`config.mk`:
```
export PLATFORM = sky130hd
export DESIGN_NAME = rv32_trap_unit_flat
export DESIGN_NICKNAME = d
export VERILOG_FILES = /design/src/rtl/rv32_trap_unit_if.sv /design/src/rtl/rv32_trap_unit.sv /design/src/flat_wrapper.sv
export SDC_FILE = /design/constraint.sdc
export NUM_CORES = 1
export LEC_CHECK = 0
export ABC_AREA = 1
export CAP_MARGIN = 10
export CELL_PAD_IN_SITES_DETAIL_PLACEMENT = 1
export CELL_PAD_IN_SITES_GLOBAL_PLACEMENT = 1
export CORE_AREA = 2 2 164 118
export CTS_CLUSTER_DIAMETER = 80
export DETAILED_ROUTE_END_ITERATION = 6
export DIE_AREA = 0 0 166 120
export PLACE_DENSITY = 0.75
export SLEW_MARGIN = 0
export SYNTH_ARGS = -nofsm -noshare
export SYNTH_HDL_FRONTEND = slang
export SYNTH_SLANG_ARGS = --single-unit
```
`constraint.sdc`:
```
create_clock -name clk -period 3.5 [get_ports clk]
set_input_delay 0.7 -clock clk [delete_from_list [all_inputs] [get_ports clk]]
set_output_delay 0.7 -clock clk [all_outputs]
set_load 0.1 [all_outputs]
```
`src/rtl/rv32_trap_unit_if.sv`:
```
// CSR write-port bundle: one write request (id + value).
// The core drives it into the trap unit; the trap unit drives the bank.
interface rv32_trap_unit_if;
  logic        write;
  logic [11:0] id;
  logic [31:0] value;

  modport master (output write, id, value);
  modport slave  (input  write, id, value);
endinterface

```
`src/rtl/rv32_trap_unit.sv`:
```
// Trap sequencer: serialises mepc/mcause/mstatus updates over the single
// CSR write port and issues a flush plus fetch redirect for traps and MRET.
module rv32_trap_unit #(
  parameter bit VECTORED_EN = 1'b1,
  parameter int EXC_CAUSE_W = 5
) (
  input  logic                   clk,
  input  logic                   reset,
  input  logic                   exc_valid,
  input  logic [EXC_CAUSE_W-1:0] exc_cause,
  input  logic [31:0]            exc_pc,
  input  logic                   mret_valid,
  input  logic                   commit_valid,
  input  logic [31:0]            commit_pc,
  input  logic                   irq_ext,
  input  logic                   irq_sw,
  input  logic                   irq_timer,
  input  logic [2:0]             irq_enable,
  input  logic                   mstatus_mie,
  input  logic                   mstatus_mpie,
  input  logic [31:0]            mtvec,
  input  logic [31:0]            mepc,
  rv32_trap_unit_if.slave        core_csr,
  rv32_trap_unit_if.master       csr,
  output logic                   trap_accept,
  output logic                   busy,
  output logic                   redirect_valid,
  output logic [31:0]            redirect_pc,
  output logic                   trap_taken
);

  localparam logic [11:0] CSR_MSTATUS = 12'h300;
  localparam logic [11:0] CSR_MEPC    = 12'h341;
  localparam logic [11:0] CSR_MCAUSE  = 12'h342;

  typedef enum logic [2:0] {
    IDLE, W_MEPC, W_MCAUSE, W_MSTATUS,
    T_REDIR, R_MSTATUS, R_REDIR
  } state_e;

  state_e      state_q, state_d;
  logic [31:0] pc_q, pc_d;
  logic [31:0] cause_q, cause_d;
  logic        mie_q, mie_d;

  logic [2:0]  irq_pend;
  logic        irq_take;
  logic [30:0] irq_code;
  logic [31:0] trap_base;
  logic [31:0] trap_off;
  logic [31:0] trap_tgt;

  logic        wr;
  logic [11:0] wr_id;
  logic [31:0] wr_val;
  logic        rv;
  logic [31:0] rv_pc;
  logic        tt;
  logic        acc;
  logic        bsy;

  assign irq_pend = {irq_ext, irq_sw, irq_timer} & irq_enable;
  assign irq_take = mstatus_mie & commit_valid & (|irq_pend);

  always_comb begin
    irq_code = 31'd7;
    priority case (1'b1)
      irq_pend[2]: irq_code = 31'd11;
      irq_pend[1]: irq_code = 31'd3;
      default:     irq_code = 31'd7;
    endcase
  end

  // mtvec is read live, so a bank update earlier in the sequence is seen
  assign trap_base = {mtvec[31:2], 2'b00};
  assign trap_off  = (VECTORED_EN && mtvec[1:0] == 2'b01 && cause_q[31])
                   ? {cause_q[29:0], 2'b00} : 32'd0;
  assign trap_tgt  = trap_base + trap_off;

  always_ff @(posedge clk) begin
    if (reset) begin
      state_q <= IDLE;
      pc_q    <= 32'd0;
      cause_q <= 32'd0;
      mie_q   <= 1'b0;
    end else begin
      state_q <= state_d;
      pc_q    <= pc_d;
      cause_q <= cause_d;
      mie_q   <= mie_d;
    end
  end

  always_comb begin
    state_d = state_q;
    pc_d    = pc_q;
    cause_d = cause_q;
    mie_d   = mie_q;
    wr      = 1'b0;
    wr_id   = 12'd0;
    wr_val  = 32'd0;
    rv      = 1'b0;
    rv_pc   = 32'd0;
    tt      = 1'b0;
    acc     = 1'b0;
    bsy     = 1'b1;
    unique case (state_q)
      IDLE: begin
        bsy    = 1'b0;
        wr     = core_csr.write;
        wr_id  = core_csr.id;
        wr_val = core_csr.value;
        if (exc_valid) begin
          acc     = 1'b1;
          pc_d    = exc_pc;
          cause_d = {1'b0, 31'(exc_cause)};
          mie_d   = mstatus_mie;
          state_d = W_MEPC;
        end else if (mret_valid) begin
          acc     = 1'b1;
          state_d = R_MSTATUS;
        end else if (irq_take) begin
          acc     = 1'b1;
          pc_d    = commit_pc;
          cause_d = {1'b1, irq_code};
          mie_d   = mstatus_mie;
          state_d = W_MEPC;
        end
      end
      W_MEPC: begin
        wr      = 1'b1;
        wr_id   = CSR_MEPC;
        wr_val  = {pc_q[31:2], 2'b00};
        state_d = W_MCAUSE;
      end
      W_MCAUSE: begin
        wr      = 1'b1;
        wr_id   = CSR_MCAUSE;
        wr_val  = cause_q;
        state_d = W_MSTATUS;
      end
      W_MSTATUS: begin
        wr      = 1'b1;
        wr_id   = CSR_MSTATUS;
        wr_val  = {24'd0, mie_q, 7'd0};
        state_d = T_REDIR;
      end
      T_REDIR: begin
        rv      = 1'b1;
        rv_pc   = trap_tgt;
        tt      = 1'b1;
        state_d = IDLE;
      end
      R_MSTATUS: begin
        wr      = 1'b1;
        wr_id   = CSR_MSTATUS;
        wr_val  = {24'd0, 1'b1, 3'd0, mstatus_mpie, 3'd0};
        state_d = R_REDIR;
      end
      R_REDIR: begin
        rv      = 1'b1;
        rv_pc   = {mepc[31:2], 2'b00};
        state_d = IDLE;
      end
      default: state_d = IDLE;
    endcase
    // a reset cycle must never leak a pass-through write or an accept
    if (reset) begin
      wr     = 1'b0;
      wr_id  = 12'd0;
      wr_val = 32'd0;
      rv     = 1'b0;
      rv_pc  = 32'd0;
      tt     = 1'b0;
      acc    = 1'b0;
      bsy    = 1'b0;
    end
  end

  assign csr.write      = wr;
  assign csr.id         = wr_id;
  assign csr.value      = wr_val;
  assign redirect_valid = rv;
  assign redirect_pc    = rv_pc;
  assign trap_taken     = tt;
  assign trap_accept    = acc;
  assign busy           = bsy;

endmodule

```
`src/flat_wrapper.sv`:
```
// flat-port wrapper written by rule: the top's interface ports become plain ports
module rv32_trap_unit_flat 
#(
  parameter bit VECTORED_EN = 1'b1,
  parameter int EXC_CAUSE_W = 5
)
  (clk, reset, exc_valid, exc_cause, exc_pc, mret_valid, commit_valid, commit_pc, irq_ext, irq_sw, irq_timer, irq_enable, mstatus_mie, mstatus_mpie, mtvec, mepc, trap_accept, busy, redirect_valid, redirect_pc, trap_taken, core_csr_write, core_csr_id, core_csr_value, csr_write, csr_id, csr_value);
  rv32_trap_unit_if core_csr_i ();
  rv32_trap_unit_if csr_i ();
  input  logic clk;
  input  logic reset;
  input  logic exc_valid;
  input  logic [EXC_CAUSE_W-1:0] exc_cause;
  input  logic [31:0] exc_pc;
  input  logic mret_valid;
  input  logic commit_valid;
  input  logic [31:0] commit_pc;
  input  logic irq_ext;
  input  logic irq_sw;
  input  logic irq_timer;
  input  logic [2:0] irq_enable;
  input  logic mstatus_mie;
  input  logic mstatus_mpie;
  input  logic [31:0] mtvec;
  input  logic [31:0] mepc;
  output logic trap_accept;
  output logic busy;
  output logic redirect_valid;
  output logic [31:0] redirect_pc;
  output logic trap_taken;
  input wire logic [$bits(core_csr_i.write)-1:0] core_csr_write;
  input wire logic [$bits(core_csr_i.id)-1:0] core_csr_id;
  input wire logic [$bits(core_csr_i.value)-1:0] core_csr_value;
  output wire logic [$bits(csr_i.write)-1:0] csr_write;
  output wire logic [$bits(csr_i.id)-1:0] csr_id;
  output wire logic [$bits(csr_i.value)-1:0] csr_value;
  assign core_csr_i.write = core_csr_write;
  assign core_csr_i.id = core_csr_id;
  assign core_csr_i.value = core_csr_value;
  assign csr_write = csr_i.write;
  assign csr_id = csr_i.id;
  assign csr_value = csr_i.value;
  rv32_trap_unit #(.VECTORED_EN(VECTORED_EN), .EXC_CAUSE_W(EXC_CAUSE_W)) u_core (.clk(clk), .reset(reset), .exc_valid(exc_valid), .exc_cause(exc_cause), .exc_pc(exc_pc), .mret_valid(mret_valid), .commit_valid(commit_valid), .commit_pc(commit_pc), .irq_ext(irq_ext), .irq_sw(irq_sw), .irq_timer(irq_timer), .irq_enable(irq_enable), .mstatus_mie(mstatus_mie), .mstatus_mpie(mstatus_mpie), .mtvec(mtvec), .mepc(mepc), .core_csr(core_csr_i), .csr(csr_i), .trap_accept(trap_accept), .busy(busy), .redirect_valid(redirect_valid), .redirect_pc(redirect_pc), .trap_taken(trap_taken));
endmodule
```
# [Word-level counts from Yosys, hierarchy flattened]
# Index checks and enable logic that the tools add are counted.
[word_totals] regBits=68 inputBits=191
[op_classes] addsub=1 eq_ne=9 muxes=35 n_bitwise=3 reduce_logical=8
[op_table] cell="$mux W32" n=9
[op_table] cell="$pmux W32 S5" n=1
[op_table] cell="$pmux W32 S2" n=1
[op_table] cell="$pmux W12 S4" n=1
[op_table] cell="$add A32 B32 Y32" n=1
[op_table] cell="$mux W1" n=15
[op_table] cell="$pmux W3 S5" n=1
[op_table] cell="$mux W12" n=1
[op_table] cell="$mux W3" n=4
[op_table] cell="$eq A3 B3 Y1 const B" n=3
[op_table] cell="$eq A3 B2 Y1 const B" n=2
[op_table] cell="$mux W4" n=1
[op_table] cell="$ne A4 B3 Y1 const B" n=1
[op_table] cell="$reduce_or A2 Y1" n=2
[op_table] cell="$reduce_or A4 Y1" n=1
[op_table] cell="$and A3 B3 Y3" n=1
[op_table] cell="$eq A3 B1 Y1 const B" n=1
[op_table] cell="$logic_not A3 Y1" n=1
[op_table] cell="$reduce_and A3 Y1" n=1
[op_table] cell="$reduce_or A3 Y1" n=1
[op_table] cell="$and A1 B1 Y1" n=2
[op_table] cell="$eq A2 B1 Y1 const B" n=1
[op_table] cell="$ne A2 B2 Y1 const B" n=1
[op_table] cell="$pmux W1 S2" n=1
[op_table] cell="2 further kinds" n=2

# [Depth between registers and ports, before layout]
# Gate-level depths: netlist of run 1.
[depth] word_depth=8 ltp_mapped=17 ltp_nobuf=17

# [Worst setup path before layout of run 1]
# OpenSTA, ideal clock, no wires.
[synth_timing] kind="in2out" start="in reset" end="out redirect_pc[3]" t_arrival_ns=3.770 required_ns=2.800 path_slack_ns=-0.970 path_stages=4 path_buffers=1 cell_sequence="clkbuf_1 nor2_1 inv_1 o21ai_1"
[synth_between] elab_chain_cells=1
[synth_lines] element="start, declared" line="flat_wrapper.sv:11" source="input logic reset;"
[synth_lines] element="$mux W32" line="rv32_trap_unit.sv:168" source="if (reset) begin"
[synth_lines] element="end, declared" line="flat_wrapper.sv:29" source="output logic [31:0] redirect_pc;"
# No other way between the ends.

# [Final worst setup path of run 1]
[layout_timing] start="in mtvec[0]" end="out redirect_pc[6]"
[layout_between] elab_chain_cells=6
[layout_lines] element="start, declared" line="flat_wrapper.sv:24" source="input logic [31:0] mtvec;"
[layout_lines] element="$eq A2 B1 Y1" line="rv32_trap_unit.sv:76" source="assign trap_off = (VECTORED_EN && mtvec[1:0] == 2'b01 && cause_q[31])"
[layout_lines] element="$logic_and A1 B1 Y1" line="rv32_trap_unit.sv:76"
[layout_lines] element="$mux W32" line="rv32_trap_unit.sv:77" source="? {cause_q[29:0], 2'b00} : 32'd0;"
[layout_lines] element="$add A32 B32 Y32" line="rv32_trap_unit.sv:78" source="assign trap_tgt = trap_base + trap_off;"
[layout_lines] element="$pmux W32 S2" line="rv32_trap_unit.sv:107" source="unique case (state_q)"
[layout_lines] element="$mux W32" line="rv32_trap_unit.sv:168"
# No other way between the ends.

==> results.sh, run 1 <==
export IMPL_die_width_um=166
export IMPL_rows=42
export IMPL_routedWlPerCell_um=17.1
export IMPL_netlist_area_leader_share=0.205
export IMPL_yosysSeqAreaShare=0.202
export IMPL_path_clk_slew_ps=60
export IMPL_power_density_mw_per_mm2=363
export IMPL_hold_path_class="register to register"
export IMPL_vias=5600
export IMPL_cp_max_fo=3
export IMPL_track_usage=0.197
export IMPL_crit_path_start="mtvec[0]"
export IMPL_yosys_warnings=0
export IMPL_antenna_found_initial=0
export IMPL_peakVddDrop_mv=0.184
export IMPL_r2r_end="u_core.pc_q[5]"
export IMPL_crit_reg2reg_launch="u_core.state_q[0]"
export IMPL_min_period_over_period=0.994
export IMPL_power_mw=2.97
export IMPL_slew_viol_final=0
export IMPL_drt_total_wl_um=20400
export IMPL_layout_common_cells="nand2_1 (202), clkdlybuf4s50_1 (176), buf_12 (68)"
export IMPL_fin_crit_ps=3480
export IMPL_die_h_um=120
export IMPL_drt_initial_drc_count=231
export IMPL_first_global_vias=5760
export IMPL_core_mm2=0.0184
export IMPL_area_growth_pct=107
export IMPL_avgSynthCellArea_um2=5.73
export IMPL_antennaDiodeCount=0
export IMPL_rsz0062_at_grt="yes"
export IMPL_root_buffer="clkbuf_16"
export IMPL_dp_hpwl_um=16200
export IMPL_numCtsBuffers=5
export IMPL_fmax_mhz=287
export IMPL_drive_above_1_share=0.228
export IMPL_ant_nets=0
export IMPL_worstPathArrival_ps=2780
export IMPL_final_setup_skew_ps=5.92
export IMPL_drc=0
export IMPL_setup_worst_path_class="input port to primary output"
export IMPL_start_kind="input port"
export IMPL_detail_route_vias_per_cell=4.68
export IMPL_holdBufCountCts=0
export IMPL_holdWs_ps=473
export IMPL_synth_area_top_cells="nand2_1 (20%), dfxtp_1 (20%), a21oi_1 (13%)"
export IMPL_syn_cell_area_mm2=0.00396
export IMPL_clk_latency_ps=290
export IMPL_final_util=0.444
export IMPL_port_buffers=263
export IMPL_num_fill_cells=2232
export IMPL_critPathRequiredTime_ps=2800
export IMPL_design_area_mm2=0.00819
export IMPL_endpoint="redirect_pc[6]"
export IMPL_grt_pass1_wl_um=31500
export IMPL_die_area_mm2=0.0199
export IMPL_status="completed"
export IMPL_cap_violations=0
export IMPL_r2r_cells=8
export IMPL_cts_tree="built"
export IMPL_yosys_cell_types_count=37
export IMPL_grt_overflow=0
export IMPL_worst_slew_pin_slew_ps=807
export IMPL_critPathCaptureType="primary output"
export IMPL_cts_buffer_depth=2
export IMPL_finalSetupViolCount=0
export IMPL_r2r_slack_ps=870
export IMPL_async_reset_ff_frac=0
export IMPL_slew_headroom=0.462
export IMPL_globalplace_congestion=0.857
export IMPL_synth_ff_type="dfxtp_1"
export IMPL_htreeDepth=2
export IMPL_synth_cells=692
export IMPL_stdcell_count=1197
export IMPL_placed_cells=1183
export IMPL_mostFrequentLayoutCell="nand2_1"
export IMPL_multi_input_area_mm2=0.00319
export IMPL_pin_count=272
export IMPL_first_pass_iters=4
export IMPL_nNetsFinal=1152
export IMPL_seqCellArea_um2=801
export IMPL_ys_seq_elements=40
export IMPL_finalHoldViolations=0
export IMPL_synth_top_area_cell="nand2_1"
export IMPL_cts_num_sinks=40
export IMPL_grt_max_degree=61
export IMPL_initial_utilization=0.215
export IMPL_place_area_mm2=0.00782
export IMPL_synth_edff_count=0
export IMPL_p_leak_nw=3.31
## kinds of logic (layout without fill, tap and decap cells)
kind of cell,after synthesis,in the layout,synth area share
and+or+nand+nor,349,350,0.366
DFF,40,40,0.202
other,1,2,0.000946
buffers and inverters,106,367,0.121
AOI/OAI and AO/OA,159,159,0.211
muxes,30,30,0.0758
xor gates and xnor gates,1,1,0.00221
adders and majority gates,6,6,0.0208
## worst max-delay path, cell delays in order
cell and delay, ps:
buf_6 70, nand2_2 40, nor2_2 100, inv_2 60, nor2_2 80, ha_2 190, inv_2 40, fa_2 350
inv_2 90, nand2_4 60, a21oi_4 170, buf_4 140, buf_4 100, or2_2 90, nand3_1 100, a21oi_4 210
buf_12 200
## how the worst min path moves through the flow
stage,startpoint,cells past startpoint,end,slack (ps)
after floorplan,u_core.mie_q,2,u_core.mie_q,430
after global placement,u_core.cause_q[4],2,u_core.cause_q[4],450
after detailed placement,u_core.cause_q[4],2,u_core.cause_q[4],460
after CTS,u_core.cause_q[4],2,u_core.cause_q[4],470
after global routing,u_core.cause_q[4],2,u_core.cause_q[4],510
final,u_core.cause_q[4],2,u_core.cause_q[4],470
## through the flow
step | setup slack (ps) | TNS (ps)
6_report | 20.5 | 0
5_1_grt | -73.3 | -527
4_1_cts | -35.1 | -116
3_5_place_dp | -583 | -11420
3_3_place_gp | -489 | -9860
2_1_floorplan | -455 | -1470
## routing by layer
layer | part of all wire | track usage
met1 | 0.49 | 0.280
met2 | 0.45 | 0.320
met3 | 0.044 | 0.0307
met4 | 0.012 | 0.0321
met5 | 0 | 0
## registers in the layout, indices dropped and copies added (netlist names)
name            flops
u_core.pc_q        30
u_core.mie_q        1
u_core.cause_q      6
u_core.state_q      3
## cells in the mapped netlist, drive strengths merged (2+ instances only)
master and count:
inv 67, a21oi 102, a21o 2, mux2i 30, ha 5, buf 27, nor3 4, clkbuf 11
nand2 218, o211ai 3, dfxtp 40, nor2 62, nand4 5, o21ai 47, nand3 54, or2 5
## final cells by class
| class | instances | area share |
|---|---|---|
| Multi-Input combinational cell | 548 | 0.390 |
| Timing Repair Buffer | 292 | 0.428 |
| Clock inverter | 1 | 0.000611 |
| Inverter | 68 | 0.0313 |
| Tap cell | 242 | 0.0370 |
| Clock buffer | 6 | 0.0157 |
| Sequential cell | 40 | 0.0978 |
## power by group
part           total, mW  switching, mW  internal (mW)
registers          0.576         0.0457          0.531
logic               1.95           1.28          0.677
clock network      0.446          0.186          0.259
total               2.97           1.51           1.47
## timing repair
| action | CTS | global route |
|---|---|---|
| resized for setup | 29 | 30 |
| gates cloned | 0 | 1 |
| buffers inserted | 2 | 4 |
| hold endpoints to repair | 0 | 0 |
| endpoints found under the setup margin | 27 | 26 |
| pin swaps | 13 | 23 |
(Power assumes the default switching activity.)
==> run 2: changes to the inputs <==
--- a/config.mk
+++ b/config.mk
@@ -5,15 +5,15 @@
 export SDC_FILE = /design/constraint.sdc
 export NUM_CORES = 1
 export LEC_CHECK = 0
-export ABC_AREA = 1
+export ABC_AREA = 0
 export CAP_MARGIN = 10
 export CELL_PAD_IN_SITES_DETAIL_PLACEMENT = 1
 export CELL_PAD_IN_SITES_GLOBAL_PLACEMENT = 1
-export CORE_AREA = 2 2 164 118
+export CORE_AREA = 2 2 155 112
 export CTS_CLUSTER_DIAMETER = 80
 export DETAILED_ROUTE_END_ITERATION = 6
-export DIE_AREA = 0 0 166 120
-export PLACE_DENSITY = 0.75
+export DIE_AREA = 0 0 157 114
+export PLACE_DENSITY = 0.77
 export SLEW_MARGIN = 0
 export SYNTH_ARGS = -nofsm -noshare
 export SYNTH_HDL_FRONTEND = slang
==> constraint.sdc (replaced) <==
create_clock -name clk -period 3.6 [get_ports clk]
set_input_delay 0.72 -clock clk [delete_from_list [all_inputs] [get_ports clk]]
set_output_delay 0.72 -clock clk [all_outputs]
set_load 0.1 [all_outputs]
==> results.sh, run 2 <==
export IMPL_status="finished, violations left"
export IMPL_violations="negative setup slack"
export IMPL_cp_max_fo=7
export IMPL_synth_commonest_cells="nor2_1 (81), dfxtp_1 (40), mux2i_1 (38)"
export IMPL_syn_cell_area_mm2=0.00386
export IMPL_antennaDiodeCount=0
export IMPL_clkPwrFrac=0.194
export IMPL_initial_utilization=0.233
export IMPL_cap_violations=0
export IMPL_power_mw=2.83
export IMPL_rows=40
export IMPL_cts_num_sinks=40
export IMPL_ys_seq_elements=40
export IMPL_dp_hpwl_um=14900
export IMPL_netlist_area_leader_share=0.207
export IMPL_p_leak_nw=3.00
export IMPL_globalplace_congestion=0.897
export IMPL_mostFrequentLayoutCell="clkdlybuf4s50_1"
export IMPL_cts_buffer_depth=2
export IMPL_die_area_mm2=0.0179
export IMPL_synth_edff_count=0
export IMPL_layout_common_cells="clkdlybuf4s50_1 (178), nor2_1 (78), buf_12 (77)"
export IMPL_grt_max_degree=44
export IMPL_drt_total_wl_um=19300
export IMPL_min_delay_start="u_core.pc_q[10]"
export IMPL_first_pass_iters=4
export IMPL_fin_ws_ps=-84.5
export IMPL_switching_share=0.465
export IMPL_fmax_mhz=271
export IMPL_switchingPower_mw=1.31
export IMPL_avgSynthCellArea_um2=7.90
export IMPL_cts_tree="built"
export IMPL_fin_crit_ps=3680
export IMPL_setup_worst_path_class="input port to primary output"
export IMPL_track_usage=0.213
export IMPL_critPathCaptureType="primary output"
export IMPL_crit_path_start="mtvec[0]"
export IMPL_largest_register="u_core.pc_q"
export IMPL_stdcell_count=980
export IMPL_grt_pass1_wl_um=29600
export IMPL_antenna_found_initial=0
export IMPL_nNetsFinal=945
export IMPL_detail_route_vias_per_cell=4.97
export IMPL_r2r_cells=7
export IMPL_yosysMostFrequentCell="nor2_1"
export IMPL_grt_overflow=0
export IMPL_final_util=0.498
export IMPL_finalHoldViolations=0
export IMPL_die_width_um=157
export IMPL_routedWlPerCell_um=19.7
export IMPL_min_period_over_period=1.02
export IMPL_yosysSeqAreaShare=0.207
export IMPL_p_seq_frac=0.195
export IMPL_clk_latency_ps=290
export IMPL_r2r_slack_ps=1110
export IMPL_largest_reg_flops=30
export IMPL_peakVddDrop_mv=0.199
export IMPL_intPower_mw=1.51
export IMPL_crit_reg2reg_launch="u_core.state_q[0]"
export IMPL_port_buffers=263
export IMPL_slew_headroom=0.315
export IMPL_async_reset_ff_frac=0
export IMPL_first_global_vias=5385
export IMPL_critPathRequiredTime_ps=2880
export IMPL_worstPathArrival_ps=2960
export IMPL_core_mm2=0.0166
export IMPL_drt_initial_drc_count=166
export IMPL_pre_cts_ws_ps=-546
export IMPL_die_h_um=114
export IMPL_final_setup_skew_ps=1.81
export IMPL_combPwrFrac=0.612
export IMPL_yosys_warnings=0
export IMPL_ant_nets=0
export IMPL_synth_ff_type="dfxtp_1"
export IMPL_slew_viol_final=0
export IMPL_rsz0062_at_grt="yes"
export IMPL_drive_above_1_share=0.311
export IMPL_worst_slew_pin_slew_ps=1030
export IMPL_numCtsBuffers=5
export IMPL_start_kind="input port"
export IMPL_placed_cells=968
export IMPL_vias=4874
export IMPL_power_density_mw_per_mm2=343
export IMPL_hold_path_class="register to register"
export IMPL_area_growth_pct=114
export IMPL_synth_area_top_cells="dfxtp_1 (21%), mux2i_1 (9.8%), a211oi_2 (9.7%)"
export IMPL_root_buffer="clkbuf_16"
export IMPL_synth_top_area_cell="dfxtp_1"
export IMPL_synth_cells=489
export IMPL_path_clk_slew_ps=60
export IMPL_yosys_cell_types_count=56
export IMPL_finalSetupViolCount=8
export IMPL_htreeDepth=2
export IMPL_drc=0
export IMPL_r2r_end="u_core.pc_q[22]"
export IMPL_pin_count=272
export IMPL_top_regs="u_core.pc_q (30), u_core.cause_q (6), u_core.state_q (3)"
export IMPL_endpoint="redirect_pc[30]"
-- run 2: changes by cell type after synthesis, moves of 30 or more --
| cell | previous run | this run |
|---|---|---|
| nand2_1 | 216 | 28 |
| a21oi_1 | 102 | 28 |
| inv_1 | 61 | 7 |
| nand3_1 | 53 | 6 |
| a211oi_2 | 0 | 30 |
-- run 2: stage by stage --
step           instance area [um2]  TNS, ps  hold slack [ps]
2_1_floorplan                 4200    -5210              461
3_3_place_gp                  7850    -8050              497
3_5_place_dp                  7850    -9290              513
4_1_cts                       8190     -795              525
5_1_grt                       8250    -1570              550
6_report                      8250     -236              518
-- run 2: cell type report --
type,instances,area [um2]
Multi-Input combinational cell,397,3310
Fill cell,1810,8310
Clock inverter,2,38.8
Inverter,8,30.0
Clock buffer,6,139
Tap cell,231,289
Timing Repair Buffer,296,3640
Sequential cell,40,801
-- run 2: cell families (layout without fill, tap and decap cells) --
group	after synthesis	count (layout)	share of synthesized area
multiplexers	38	38	0.0985
AND/OR/NAND/NOR	171	171	0.222
XOR/XNOR	26	26	0.0590
adder cells (fa/ha/maj)	6	6	0.0214
buffers and inverters	53	312	0.0713
flip-flops	40	40	0.207
other	1	2	0.000971
AO/OA/AOI/OAI	154	154	0.319
-- run 2: worst min path at each step --
stage,end,slack [ps],cells after the start
6_report,u_core.pc_q[10],520,2
5_1_grt,u_core.pc_q[10],550,2
4_1_cts,u_core.pc_q[10],520,2
3_5_place_dp,u_core.mie_q,510,2
3_3_place_gp,u_core.mie_q,500,2
2_1_floorplan,u_core.mie_q,460,2
-- run 2: repair_timing --
action,4_1_cts,5_1_grt
endpoints found under the hold margin,0,0
setup buffers,3,1
resized for setup,29,12
pin swaps,19,20
setup endpoints to repair,28,21
hold buffers,0,0
cloned,1,0
-- run 2: layer usage --
| metal | up-vias | share of wire | GRT usage | wire [um] |
|---|---|---|---|---|
| met5 | - | 0 | 0 | 0 |
| met4 | 0 | 0.031 | 0.0844 | 602 |
| met3 | 34 | 0.056 | 0.0555 | 1080 |
| met2 | 164 | 0.50 | 0.366 | 9630 |
| met1 | 2377 | 0.41 | 0.253 | 7960 |
| li1 | 2299 | - | - | - |
-- run 2: power by group through the flow --
stage	combinational (mW)	sequential (mW)	clock (mW)
2_1_floorplan	1.05	0.543	0
3_3_place_gp	1.69	0.556	0
3_5_place_dp	1.72	0.560	0
4_1_cts	1.73	0.551	0.562
5_1_grt	1.81	0.558	0.590
6_report	1.73	0.551	0.547
-- run 2: critical path, stage by stage --
cell and delay, ps:
buf_6 70, nand2_4 50, nor2_4 150, and2_4 170, ha_4 130, inv_2 30, fa_2 330, nand2b_4 160
a21oi_4 210, buf_12 170, o2111ai_4 160, xor2_4 220, a21oi_4 170, buf_12 190
==> run 3: changes to the inputs <==
--- a/config.mk
+++ b/config.mk
@@ -14,7 +14,8 @@
 export DETAILED_ROUTE_END_ITERATION = 6
 export DIE_AREA = 0 0 157 114
 export PLACE_DENSITY = 0.77
-export SLEW_MARGIN = 0
+export SKIP_CTS_REPAIR_TIMING = 1
+export SLEW_MARGIN = 5
 export SYNTH_ARGS = -nofsm -noshare
 export SYNTH_HDL_FRONTEND = slang
 export SYNTH_SLANG_ARGS = --single-unit
==> results.sh, run 3 (synthesis results as in run 2) <==
export IMPL_core_mm2=0.0166
export IMPL_vias=4862
export IMPL_cts_tree="built"
export IMPL_min_period_over_period=1.04
export IMPL_pin_count=272
export IMPL_clk_latency_ps=290
export IMPL_worst_slew_pin_slew_ps=1040
export IMPL_largest_reg_flops=30
export IMPL_final_setup_skew_ps=4.86
export IMPL_place_area_mm2=0.00785
export IMPL_root_buffer="clkbuf_16"
export IMPL_critPathRequiredTime_ps=2880
export IMPL_setup_worst_path_class="input port to primary output"
export IMPL_rsz0062_at_grt="yes"
export IMPL_routedWlPerCell_um=19.7
export IMPL_violations="negative setup slack"
export IMPL_cts_num_sinks=40
export IMPL_start_kind="input port"
export IMPL_slew_viol_final=0
export IMPL_drt_total_wl_um=19400
export IMPL_fin_crit_ps=3730
export IMPL_p_leak_nw=3.03
export IMPL_detail_route_vias_per_cell=4.95
export IMPL_cp_cell_sequence="clkbuf_2 > nor2_4 > and2_4 > ha_4 > inv_2 > fa_2 > nand2b_4 > a21oi_4 > buf_12 > buf_8 > o2111ai_4 > xor2_2 > a21oi_4 > buf_12"
export IMPL_design_area_mm2=0.00831
export IMPL_critPathCaptureType="primary output"
export IMPL_fmax_mhz=268
export IMPL_stdcell_count=982
export IMPL_top_regs="u_core.pc_q (30), u_core.cause_q (6), u_core.state_q (3)"
export IMPL_area_growth_pct=115
export IMPL_port_buffers=263
export IMPL_htreeDepth=2
export IMPL_num_fill_cells=1805
export IMPL_finalSetupViolCount=13
export IMPL_power_mw=2.83
export IMPL_globalplace_congestion=0.897
export IMPL_path_buf_inv=5
export IMPL_hold_path_class="register to register"
export IMPL_grt_pass1_wl_um=28500
export IMPL_power_density_mw_per_mm2=340
export IMPL_drt_initial_drc_count=175
export IMPL_largest_register="u_core.pc_q"
export IMPL_grt_overflow=0
export IMPL_slew_headroom=0.308
export IMPL_antennaDiodeCount=0
export IMPL_track_usage=0.203
export IMPL_holdWs_ps=516
export IMPL_die_width_um=157
export IMPL_antenna_found_initial=0
export IMPL_worstPathArrival_ps=3010
export IMPL_ant_nets=0
export IMPL_peakVddDrop_mv=0.195
export IMPL_grt_max_degree=44
export IMPL_finalHoldViolations=0
export IMPL_die_area_mm2=0.0179
export IMPL_numCtsBuffers=5
export IMPL_first_pass_iters=4
export IMPL_path_delay_family="buffers and inverters"
export IMPL_die_h_um=114
export IMPL_pre_cts_ws_ps=-546
export IMPL_rows=40
export IMPL_fin_ws_ps=-132
export IMPL_drc=0
export IMPL_status="finished, violations left"
export IMPL_first_global_vias=5226
export IMPL_cp_max_fo=6
export IMPL_drive_above_1_share=0.316
export IMPL_cp_slowest_cell="fa_2"
export IMPL_cap_violations=0
export IMPL_cpPeakStageDelay_ps=390
export IMPL_layout_common_cells="clkdlybuf4s50_1 (178), nor2_1 (78), buf_12 (76)"
export IMPL_path_clk_slew_ps=60
export IMPL_dp_hpwl_um=14900
export IMPL_initial_utilization=0.233
export IMPL_cts_buffer_depth=2
export IMPL_placed_cells=968
export IMPL_mostFrequentLayoutCell="clkdlybuf4s50_1"
export IMPL_nNetsFinal=947
==> run 3: changes by cell type in the layout (fill, tap and decap cells not counted), moves of 2 or more <==
cell	change
xnor2_2	+4
xnor2_1	-4
buf_8	+2
a211oi_2	-2
a211oi_4	+2
==> run 3: power by group <==
group	leakage [nW]	switching (mW)	internal, mW
logic	2.62	1.07	0.659
clock network	0.0871	0.198	0.348
registers	0.331	0.0423	0.508
==> run 3: metrics by stage <==
step | setup TNS, ps | util
global route | -2370 | 0.502
CTS | -9700 | 0.484
floorplan | -5210 | -
global placement | -8050 | 0.474
finish | -1050 | 0.502
detailed placement | -9290 | 0.474
==> run 3: final timing paths <==
| check | start | endpoint | slack, ps | cells past startpoint |
|---|---|---|---|---|
| hold reg to reg | u_core.pc_q[10] | u_core.pc_q[10] | 520 | 2 |
| setup reg to reg | u_core.state_q[0] | u_core.pc_q[22] | 1120 | 7 |
| hold / removal | u_core.pc_q[10] | u_core.pc_q[10] | 520 | 2 |
| setup / recovery | mtvec[1] | redirect_pc[18] | -130 | 14 |
==> run 3: cell type report <==
type	count	area (um2)	area share
repair buffers	298	3660	0.441
multi-input cells	397	3350	0.403
flip-flops and latches	40	801	0.0964
well taps	231	289	0.0348
clock buffers	6	139	0.0167
clock inverters	2	38.8	0.00467
inverters	8	30.0	0.00361
==> run 3: metal layers <==
metal / wire length [um] / part of all wire / track usage
met1: 7920 / 0.41 / 0.246
met2: 9900 / 0.51 / 0.359
met3: 1080 / 0.056 / 0.0513
met4: 472 / 0.024 / 0.0520
met5: 0 / 0 / 0
==> run 3: worst reg2reg max path, cell delays in order, from the launching register on <==
cell and delay (ps):
dfxtp_1 390, buf_4 220, nor3_4 170, buf_4 380, o21a_4 600, buf_4 320, nor2_1 80, a211oi_2 240
